$ cat config.mk
export PLATFORM = sky130hd
export DESIGN_NAME = uart_operand_collector
export DESIGN_NICKNAME = d
export VERILOG_FILES = /design/src/rtl/uart_adder_pkg.sv /design/src/rtl/uart_byte_timeout.sv /design/src/rtl/uart_operand_collector.sv
export SDC_FILE = /design/constraint.sdc
export NUM_CORES = 1
export LEC_CHECK = 0
export BUFFER_PORTS_ARGS = -buffer_cell sky130_fd_sc_hd__buf_4
export CORE_ASPECT_RATIO = 0.7
export CORE_MARGIN = 4
export CORE_UTILIZATION = 55
export DETAILED_ROUTE_END_ITERATION = 7
export PLACE_DENSITY = 0.76
export SYNTH_ARGS = -nofsm -noshare
export SYNTH_HDL_FRONTEND = slang
export SYNTH_HIERARCHICAL = 1
export SYNTH_SLANG_ARGS = --single-unit
$ cat constraint.sdc
create_clock -name clk_i -period 4.8 [get_ports clk_i]
set_input_delay 0.48 -clock clk_i [delete_from_list [all_inputs] [get_ports clk_i]]
set_output_delay 0.48 -clock clk_i [all_outputs]
set_load 0.02 [all_outputs]
$ cat src/rtl/uart_adder_pkg.sv
// Shared definitions for the UART-fed adder path.
// Holds the collector FSM state encoding and the frame geometry used by
// the operand collector (and later by the TX-side result serialiser).
package uart_adder_pkg;

  localparam logic [1:0] ST_IDLE    = 2'd0;
  localparam logic [1:0] ST_COLLECT = 2'd1;
  localparam logic [1:0] ST_HOLD    = 2'd2;

  localparam int BYTES_PER_FRAME = 4;

  // Index of the byte that completes a frame.
  localparam logic [1:0] LAST_IDX = 2'(BYTES_PER_FRAME - 1);

  typedef enum logic [1:0] {
    S_IDLE    = ST_IDLE,
    S_COLLECT = ST_COLLECT,
    S_HOLD    = ST_HOLD
  } state_e;

endpackage

$ cat src/rtl/uart_byte_timeout.sv
// Inter-byte idle counter.
// Counts enabled cycles since the last clear and saturates at the terminal
// count TIMEOUT_CYCLES-1, so it can never wrap back into a "fresh" value.
// Ports:
//   clk_i  - system clock
//   rst_i  - synchronous active-high reset
//   clr_i  - clear counter to zero (wins over en_i)
//   en_i   - count this cycle
//   tc_o   - counter currently sits at the terminal count
module uart_byte_timeout #(
  parameter int TIMEOUT_CYCLES = 100000,
  parameter int CNT_W          = 24
) (
  input  logic clk_i,
  input  logic rst_i,
  input  logic clr_i,
  input  logic en_i,
  output logic tc_o
);

  localparam logic [CNT_W-1:0] TC_VAL = CNT_W'(TIMEOUT_CYCLES - 1);

  logic [CNT_W-1:0] cnt_r;

  // Idle counter: clear has priority, increment stops at the terminal count.
  always_ff @(posedge clk_i) begin
    if (rst_i) begin
      cnt_r <= '0;
    end else if (clr_i) begin
      cnt_r <= '0;
    end else if (en_i && (cnt_r != TC_VAL)) begin
      cnt_r <= cnt_r + CNT_W'(1);
    end else begin
      cnt_r <= cnt_r;
    end
  end

  assign tc_o = (cnt_r == TC_VAL);

endmodule

$ cat src/rtl/uart_operand_collector.sv
// Assembles two 16-bit adder operands from a four-byte UART frame
// (A low, A high, B low, B high) and offers them with a valid/ack handshake.
// Ports:
//   clk_i, rst_i      - clock, synchronous active-high reset
//   rx_data_i         - received byte
//   rx_valid_i        - one-cycle strobe qualifying rx_data_i
//   ack_i             - downstream consumed the operands (only used in HOLD)
//   a_o, b_o          - operands, updated only when a frame completes
//   operands_valid_o  - a_o/b_o hold a complete, unacknowledged frame
//   timeout_o         - one-cycle pulse: partial frame discarded
//   overrun_o         - one-cycle pulse: byte dropped while holding a result
module uart_operand_collector
  import uart_adder_pkg::*;
#(
  parameter int TIMEOUT_CYCLES = 100000,
  parameter int CNT_W          = 24
) (
  input  logic        clk_i,
  input  logic        rst_i,
  input  logic [7:0]  rx_data_i,
  input  logic        rx_valid_i,
  input  logic        ack_i,
  output logic [15:0] a_o,
  output logic [15:0] b_o,
  output logic        operands_valid_o,
  output logic        timeout_o,
  output logic        overrun_o
);

  state_e      state_r;
  logic [1:0]  idx_r;
  logic [15:0] shadow_a_r;
  logic [15:0] shadow_b_r;
  logic        tmo_clr_s;
  logic        tmo_en_s;
  logic        tmo_tc_s;

  // Counter only runs while a frame is partially received; any byte restarts it.
  always_comb begin
    tmo_clr_s = 1'b1;
    tmo_en_s  = 1'b0;
    if (state_r == S_COLLECT) begin
      tmo_clr_s = rx_valid_i;
      tmo_en_s  = 1'b1;
    end else begin
      tmo_clr_s = 1'b1;
      tmo_en_s  = 1'b0;
    end
  end

  uart_byte_timeout #(
    .TIMEOUT_CYCLES(TIMEOUT_CYCLES),
    .CNT_W         (CNT_W)
  ) u_timeout (
    .clk_i (clk_i),
    .rst_i (rst_i),
    .clr_i (tmo_clr_s),
    .en_i  (tmo_en_s),
    .tc_o  (tmo_tc_s)
  );

  // Frame FSM with registered outputs; pulse outputs default low every cycle.
  always_ff @(posedge clk_i) begin
    if (rst_i) begin
      state_r          <= S_IDLE;
      idx_r            <= 2'd0;
      shadow_a_r       <= 16'h0000;
      shadow_b_r       <= 16'h0000;
      a_o              <= 16'h0000;
      b_o              <= 16'h0000;
      operands_valid_o <= 1'b0;
      timeout_o        <= 1'b0;
      overrun_o        <= 1'b0;
    end else begin
      timeout_o <= 1'b0;
      overrun_o <= 1'b0;
      case (state_r)
        S_IDLE: begin
          if (rx_valid_i) begin
            shadow_a_r[7:0] <= rx_data_i;
            idx_r           <= 2'd1;
            state_r         <= S_COLLECT;
          end else begin
            state_r <= S_IDLE;
          end
        end
        S_COLLECT: begin
          // A byte on the terminal-count cycle takes precedence over timeout.
          if (rx_valid_i) begin
            if (idx_r == LAST_IDX) begin
              shadow_b_r[15:8] <= rx_data_i;
              a_o              <= shadow_a_r;
              b_o              <= {rx_data_i, shadow_b_r[7:0]};
              operands_valid_o <= 1'b1;
              idx_r            <= 2'd0;
              state_r          <= S_HOLD;
            end else begin
              case (idx_r)
                2'd1:    shadow_a_r[15:8] <= rx_data_i;
                2'd2:    shadow_b_r[7:0]  <= rx_data_i;
                default: shadow_a_r[7:0]  <= rx_data_i;
              endcase
              idx_r <= idx_r + 2'd1;
            end
          end else if (tmo_tc_s) begin
            timeout_o <= 1'b1;
            idx_r     <= 2'd0;
            state_r   <= S_IDLE;
          end else begin
            state_r <= S_COLLECT;
          end
        end
        S_HOLD: begin
          if (ack_i) begin
            operands_valid_o <= 1'b0;
            // A byte arriving with the ack starts the next frame directly.
            if (rx_valid_i) begin
              shadow_a_r[7:0] <= rx_data_i;
              idx_r           <= 2'd1;
              state_r         <= S_COLLECT;
            end else begin
              state_r <= S_IDLE;
            end
          end else if (rx_valid_i) begin
            overrun_o <= 1'b1;
          end else begin
            state_r <= S_HOLD;
          end
        end
        default: begin
          idx_r            <= 2'd0;
          operands_valid_o <= 1'b0;
          state_r          <= S_IDLE;
        end
      endcase
    end
  end

endmodule

### After elaboration in Yosys (flattened, before gate mapping)

Index checks and enable logic that the tools add are counted.

* register bits after elaboration: 87
* bits in latches: 0
* memory bits (writable): 0
* ROM bits: 0
* output and inout port bits: 35
* word-level logic and storage cells: 73
* memories: 0

* $add $sub $neg: 2
* $mul: 0
* divide/modulo/power cells: 0
* magnitude comparators: 0
* equality and inequality tests: 15
* shifts and indexed selects: 0
* muxes and demuxes: 27
* bitwise operators: 4
* reduce and logical (&&, ||, !) cells: 14

Operator list (number)
* 8-bit two-way mux: 5
* 24-bit by 1-bit adder with 24-bit output, second input constant: 1
* 24-bit by 17-bit equality test with 1-bit output, second input constant: 1
* 24-bit by 17-bit != test with 1-bit output, second input constant: 1
* 8-bit one-hot mux with 3 select lines: 1
* 2-bit two-way mux: 9
* 2-bit one-hot mux with 3 select lines: 2
* 4-bit AND reduction: 3
* 1-bit two-way mux: 9
* 2-bit != test, second input constant: 4
* 2-bit equality test, second input constant: 3
* 3-bit != test, second input constant: 2
* 3-bit OR reduction: 2
* 5-bit AND reduction: 1
* 2-bit by 1-bit equality test with 1-bit output, second input constant: 2
* 1-bit NOT: 4
* 2-bit AND reduction: 2
* 2-bit OR reduction: 2
* 3-bit by 2-bit != test with 1-bit output, second input constant: 1
* 1-bit one-hot mux with 3 select lines: 1
* 3-bit AND reduction: 1
* 3-bit nonzero test: 1
* 2-bit by 1-bit adder with 2-bit output, second input constant: 1
* 2-bit logical NOT: 1
* other kinds (2): 2

### Depth between registers and ports, before layout

* depth in word-level cells: 6
* depth in mapped cells: 7

### Modules after synthesis

The synthesis kept the hierarchy.

Modules (own cells, without submodules)
* uart_operand_collector: instances 1, cells an instance 274, area each 2499.9 um^2
* uart_byte_timeout: instances 1, cells an instance 139, area each 1237.4 um^2

### Worst setup path before layout

No wires, ideal clock.

* kind: register to register
* start point: register state_r[0]
* end point: register u_timeout.cnt_r[3]
* setup time: 0.059 ns
* arrival: 2.030 ns
* data required time: 4.741 ns
* slack: 2.710 ns
* stages on the path, launching flop included: 8
* period minus slack after synthesis: 2.090 ns
* path through: dfxtp_1 -> buf_2 -> nor2b_1 -> nand2b_1 -> or2_2 -> clkbuf_1 -> or4_1 -> nand2_1

* word-level cells in the longest chain between the ends: 3

Ends and longest elaborated chain
* from (decl): line uart_operand_collector.sv:30 `state_e state_r;`
* from (signal assigned): line uart_operand_collector.sv:65 `state_r <= S_IDLE;`
* from (signal assigned): line uart_operand_collector.sv:82 `state_r <= S_COLLECT;`
* from (signal assigned): line uart_operand_collector.sv:84 `state_r <= S_IDLE;`
* 2-bit by 1-bit equality test with 1-bit output: line uart_operand_collector.sv:42 `if (state_r == S_COLLECT) begin`
* 1-bit two-way mux: line uart_operand_collector.sv:42
* net tmo_en_s: line uart_operand_collector.sv:35 `logic tmo_en_s;`
* 1-bit logical AND: line uart_byte_timeout.sv:31 `end else if (en_i && (cnt_r != TC_VAL)) begin`
* to (signal assigned): line uart_byte_timeout.sv:32 `cnt_r <= cnt_r + CNT_W'(1);`
* to (signal assigned): line uart_byte_timeout.sv:34 `cnt_r <= cnt_r;`
* to (decl): line uart_byte_timeout.sv:23 `logic [CNT_W-1:0] cnt_r;`

The timed path passes the listed nets, and every way through them passes these cells.
A chain may end at the register's enable or synchronous reset.

### Final worst setup path

Same ends and word-level chain as after synthesis.

==> parameters.txt <==
Parameter                              Value

Run status
  Run status    finished, final reports clean

Clock network
  Clock tree from TritonCTS    done
  Root cell of the clock tree    sky130_fd_sc_hd__clkbuf_8
  Max Root-Sink Buffers    2
  Count of clock tree sinks    87
  Post-CTS clock slew at the launch and capture registers of the worst setup and hold paths    0.09 ns
  Clock H-tree levels    3
  Number of instances resized during post-cts repair    0
  Total setup buffers inserted after CTS    0
  Insertion delay of the later-clocked pin in the worst-skew pair    0.35 ns
  Hold buffer count at CTS    0
  Total clock buffers created by CTS    9

Drt
  Wire length per cell after detailed routing    14.49 um
  DRT Wirelength    7868 um
  Vias    2911
  Antenna-violating nets left    0
  Post-route DRC violation count    0
  Detailed Route Iter0 Violations    257
  Via-per-instance ratio    5.361
  Number of iterations in the first detailed-routing pass    4

Cells and area
  Commonest non-fill, non-tap cell in the layout    sky130_fd_sc_hd__dfxtp_1
  Synthesis-to-layout area growth    14.06%
  Filler Cells Inserted    534
  Fraction of final layout cells with drive strength greater than 1    18.36%
  Final Net Count    463
  Leading cell types in the layout, fill and taps excluded    87 x sky130_fd_sc_hd__dfxtp_1, 81 x sky130_fd_sc_hd__nand2_1, 47 x sky130_fd_sc_hd__buf_4
  Number of antenna cells inserted    0
  Area of all placed cells without fillers    4263 um2

Die
  Die Span X    106.5 um
  Std-Cell Rows    24
  I/O pin cnt    47
  Die boundary height    76.97 um
  DIE AREA    8199 um2
  Standard cell core area    6396 um2
  Starting utilization of the core area    58.43%

Yosys
  Syn_nets    429
  Sequential fraction of the synthesis area    46.60%
  Netlist area before placement    3737 um2
  Flip-flop cell with the highest count after synthesis    sky130_fd_sc_hd__dfxtp_1
  Share of flip-flops with an asynchronous set or reset    0%
  Post-Synthesis Mean Instance Area    9.049 um2
  Number of instances in the synthesized netlist    413
  Number of synthesis warnings    6
  EDFF count, synth    0
  Number of register bits inferred by synthesis    87
  Leading area contributor after synthesis    sky130_fd_sc_hd__dfxtp_1
  Count of different cell masters after synthesis    53
  Synth top area share    46.60%
  Biggest area contributors in the synthesized netlist    sky130_fd_sc_hd__dfxtp_1 47%, sky130_fd_sc_hd__nand2_1 8.1%, sky130_fd_sc_hd__mux2i_1 6.4%

Global routing
  Antenna violations before repair    0
  Vias in the first global route    2754
  Global-route usage over all layers    19.93%
  Global-route wire length before repair    13220 um
  Remaining global-route overflow    0
  Maximum number of pins on one net before global-route repair    75

Critical path
  Crit end category    flip-flop
  R2r endpoint    u_timeout/cnt_r[3]
  Crit path launch    state_r[0]
  Worst-path fanout max    23
  Worst path buffer plus inverter count    0
  Longest individual stage delay on the worst path    0.62 ns
  Worst R2R Start    state_r[0]
  Worst reg-to-reg path cell count    5
  Worst EP arrival    2.85 ns
  Worst path depth    5
  Internal reg-to-reg setup slack    2.24 ns
  Category of the critical setup timing path    reg2reg
  CP delay by family, top    simple AND/OR/NAND/NOR gates
  CP required    5.09 ns
  Cell chain of the critical path    nor2b_1 -> nand2b_1 -> or2_2 -> or4_1 -> nand2_1
  Cell with the largest stage delay on the worst path    sky130_fd_sc_hd__nor2b_1
  Worst Setup Start Kind    flip-flop
  Worst Setup EP    u_timeout/cnt_r[3]

Place
  Placed Area    4065 um2
  Number of port buffers    46
  GPL Wtd Cong    0.8312
  Pre-CTS setup slack    2.344 ns
  DPL Wire Length    5570 um

Power
  Power density cells    310.4 nW/um2
  Static Leak    1.603 nW
  Highest ir drop seen on vdd    0.2113 mV

STA
  Number of pins with negative max-slew slack in the final report    0
  Min setup slack post-route    2.243 ns
  Setup repair after global routing missed its margin    no
  Maximum achievable frequency    391.1 MHz
  Clock Skews    0.008004 ns
  Relative slew slack    23.70%
  Crit path time final    2.557 ns
  Final setup violation count    0
  Transition at the pin with the smallest max-transition slack    1.144 ns
  Final period utilization    53.27%
  Sum Neg Setup Slack    0 ns
  Number of hold violations in the final report    0

Job
  Max-capacitance violation count    0

Hold path
  Hold crit path type    in2reg
[Yosys cell counts, types with 3 or more instances]
cell type                  instances
sky130_fd_sc_hd__nor3b_1           3
sky130_fd_sc_hd__buf_2             9
sky130_fd_sc_hd__xnor2_1           3
sky130_fd_sc_hd__nand4_1           5
sky130_fd_sc_hd__nand2_1          81
sky130_fd_sc_hd__a21oi_2           4
sky130_fd_sc_hd__buf_6             5
sky130_fd_sc_hd__a21oi_1          36
sky130_fd_sc_hd__nor4_1            4
sky130_fd_sc_hd__dfxtp_1          87
sky130_fd_sc_hd__nor2_1           23
sky130_fd_sc_hd__inv_1             3
sky130_fd_sc_hd__ha_1              4
sky130_fd_sc_hd__or3_1             4
sky130_fd_sc_hd__mux2i_1          24
sky130_fd_sc_hd__xor2_1           13
sky130_fd_sc_hd__o21ai_2           4
sky130_fd_sc_hd__nand2b_1         34
sky130_fd_sc_hd__and2_1            3
sky130_fd_sc_hd__nand3_1          12
sky130_fd_sc_hd__clkbuf_1         10
sky130_fd_sc_hd__nor3_1            5
[worst register-to-register path: stages (launching register included)]
cell and delay [ns]:
sky130_fd_sc_hd__dfxtp_1 0.52, sky130_fd_sc_hd__nor2b_1 0.62, sky130_fd_sc_hd__nand2b_1 0.18, sky130_fd_sc_hd__or2_2 0.53
sky130_fd_sc_hd__or4_1 0.58, sky130_fd_sc_hd__nand2_1 0.08
[layer usage]
layer | track usage [%] | part of all wire, %
met1 | 28.59 | 50
met2 | 28.45 | 42
met3 | 6.208 | 7.1
met4 | 6.513 | 0.83
met5 | 0 | 0
[area by class of cell]
type	instances	area (um2)	share of cell area, %
inverters	3	11.26	0.2642
clock buffers	10	127.6	2.994
flip-flops and latches	87	1742	40.86
repair buffers	47	352.8	8.277
multi-input cells	299	1846	43.29
clock inverters	6	70.07	1.644
well taps	91	113.9	2.671
[worst min-delay path by stage]
stage                              from       to  slack [ns]  depth (start not counted)
final                      rx_data_i[7]  b_o[15]        0.38                          3
after global routing       rx_data_i[1]   b_o[9]        0.36                          3
after CTS                  rx_data_i[7]  b_o[15]        0.36                          3
after detailed placement  shadow_b_r[7]   b_o[7]        0.45                          2
after global placement          b_o[15]  b_o[15]        0.44                          2
after floorplan           shadow_a_r[0]   a_o[0]        0.43                          2
[kinds of logic after synthesis]
family	count (synthesis)	synth area share (%)
xor gates and xnor gates	17	4.185
and+or+nand+nor	196	27.02
AOI/OAI and AO/OA	58	10.41
adders and majority gates	4	1.339
buffers and inverters	27	4.017
muxes	24	6.428
DFF	87	46.60
[flip-flops by register name, indices dropped and copies added (netlist names)]
signal / flops
operands_valid_o: 1
overrun_o: 1
shadow_b_r: 8
timeout_o: 1
u_timeout/cnt_r: 24
shadow_a_r: 16
idx_r: 2
state_r: 2
a_o: 16
b_o: 16
[report_power, final]
part           switching [mW]  internal, mW  total [mW]  leakage (nW)
clock network           0.262         0.244       0.506        0.0944
logic                  0.0430        0.0323      0.0753         0.805
registers             0.00898         0.733       0.742         0.703
total                   0.314          1.01        1.32          1.60
[through the flow]
| stage | hold slack, ns | instances | util [%] | power (mW) |
|---|---|---|---|---|
| 2_1_floorplan | 0.4323 | 413 | - | 0.8155 |
| 3_3_place_gp | 0.4429 | 527 | 63.56 | 0.8315 |
| 3_5_place_dp | 0.4459 | 527 | 63.56 | 0.8332 |
| 4_1_cts | 0.3591 | 543 | 66.65 | 1.335 |
| 5_1_grt | 0.3635 | 543 | 66.65 | 1.375 |
| 6_report | 0.3756 | 543 | 66.65 | 1.323 |
No activity file was read; power rests on OpenSTA's default activity.
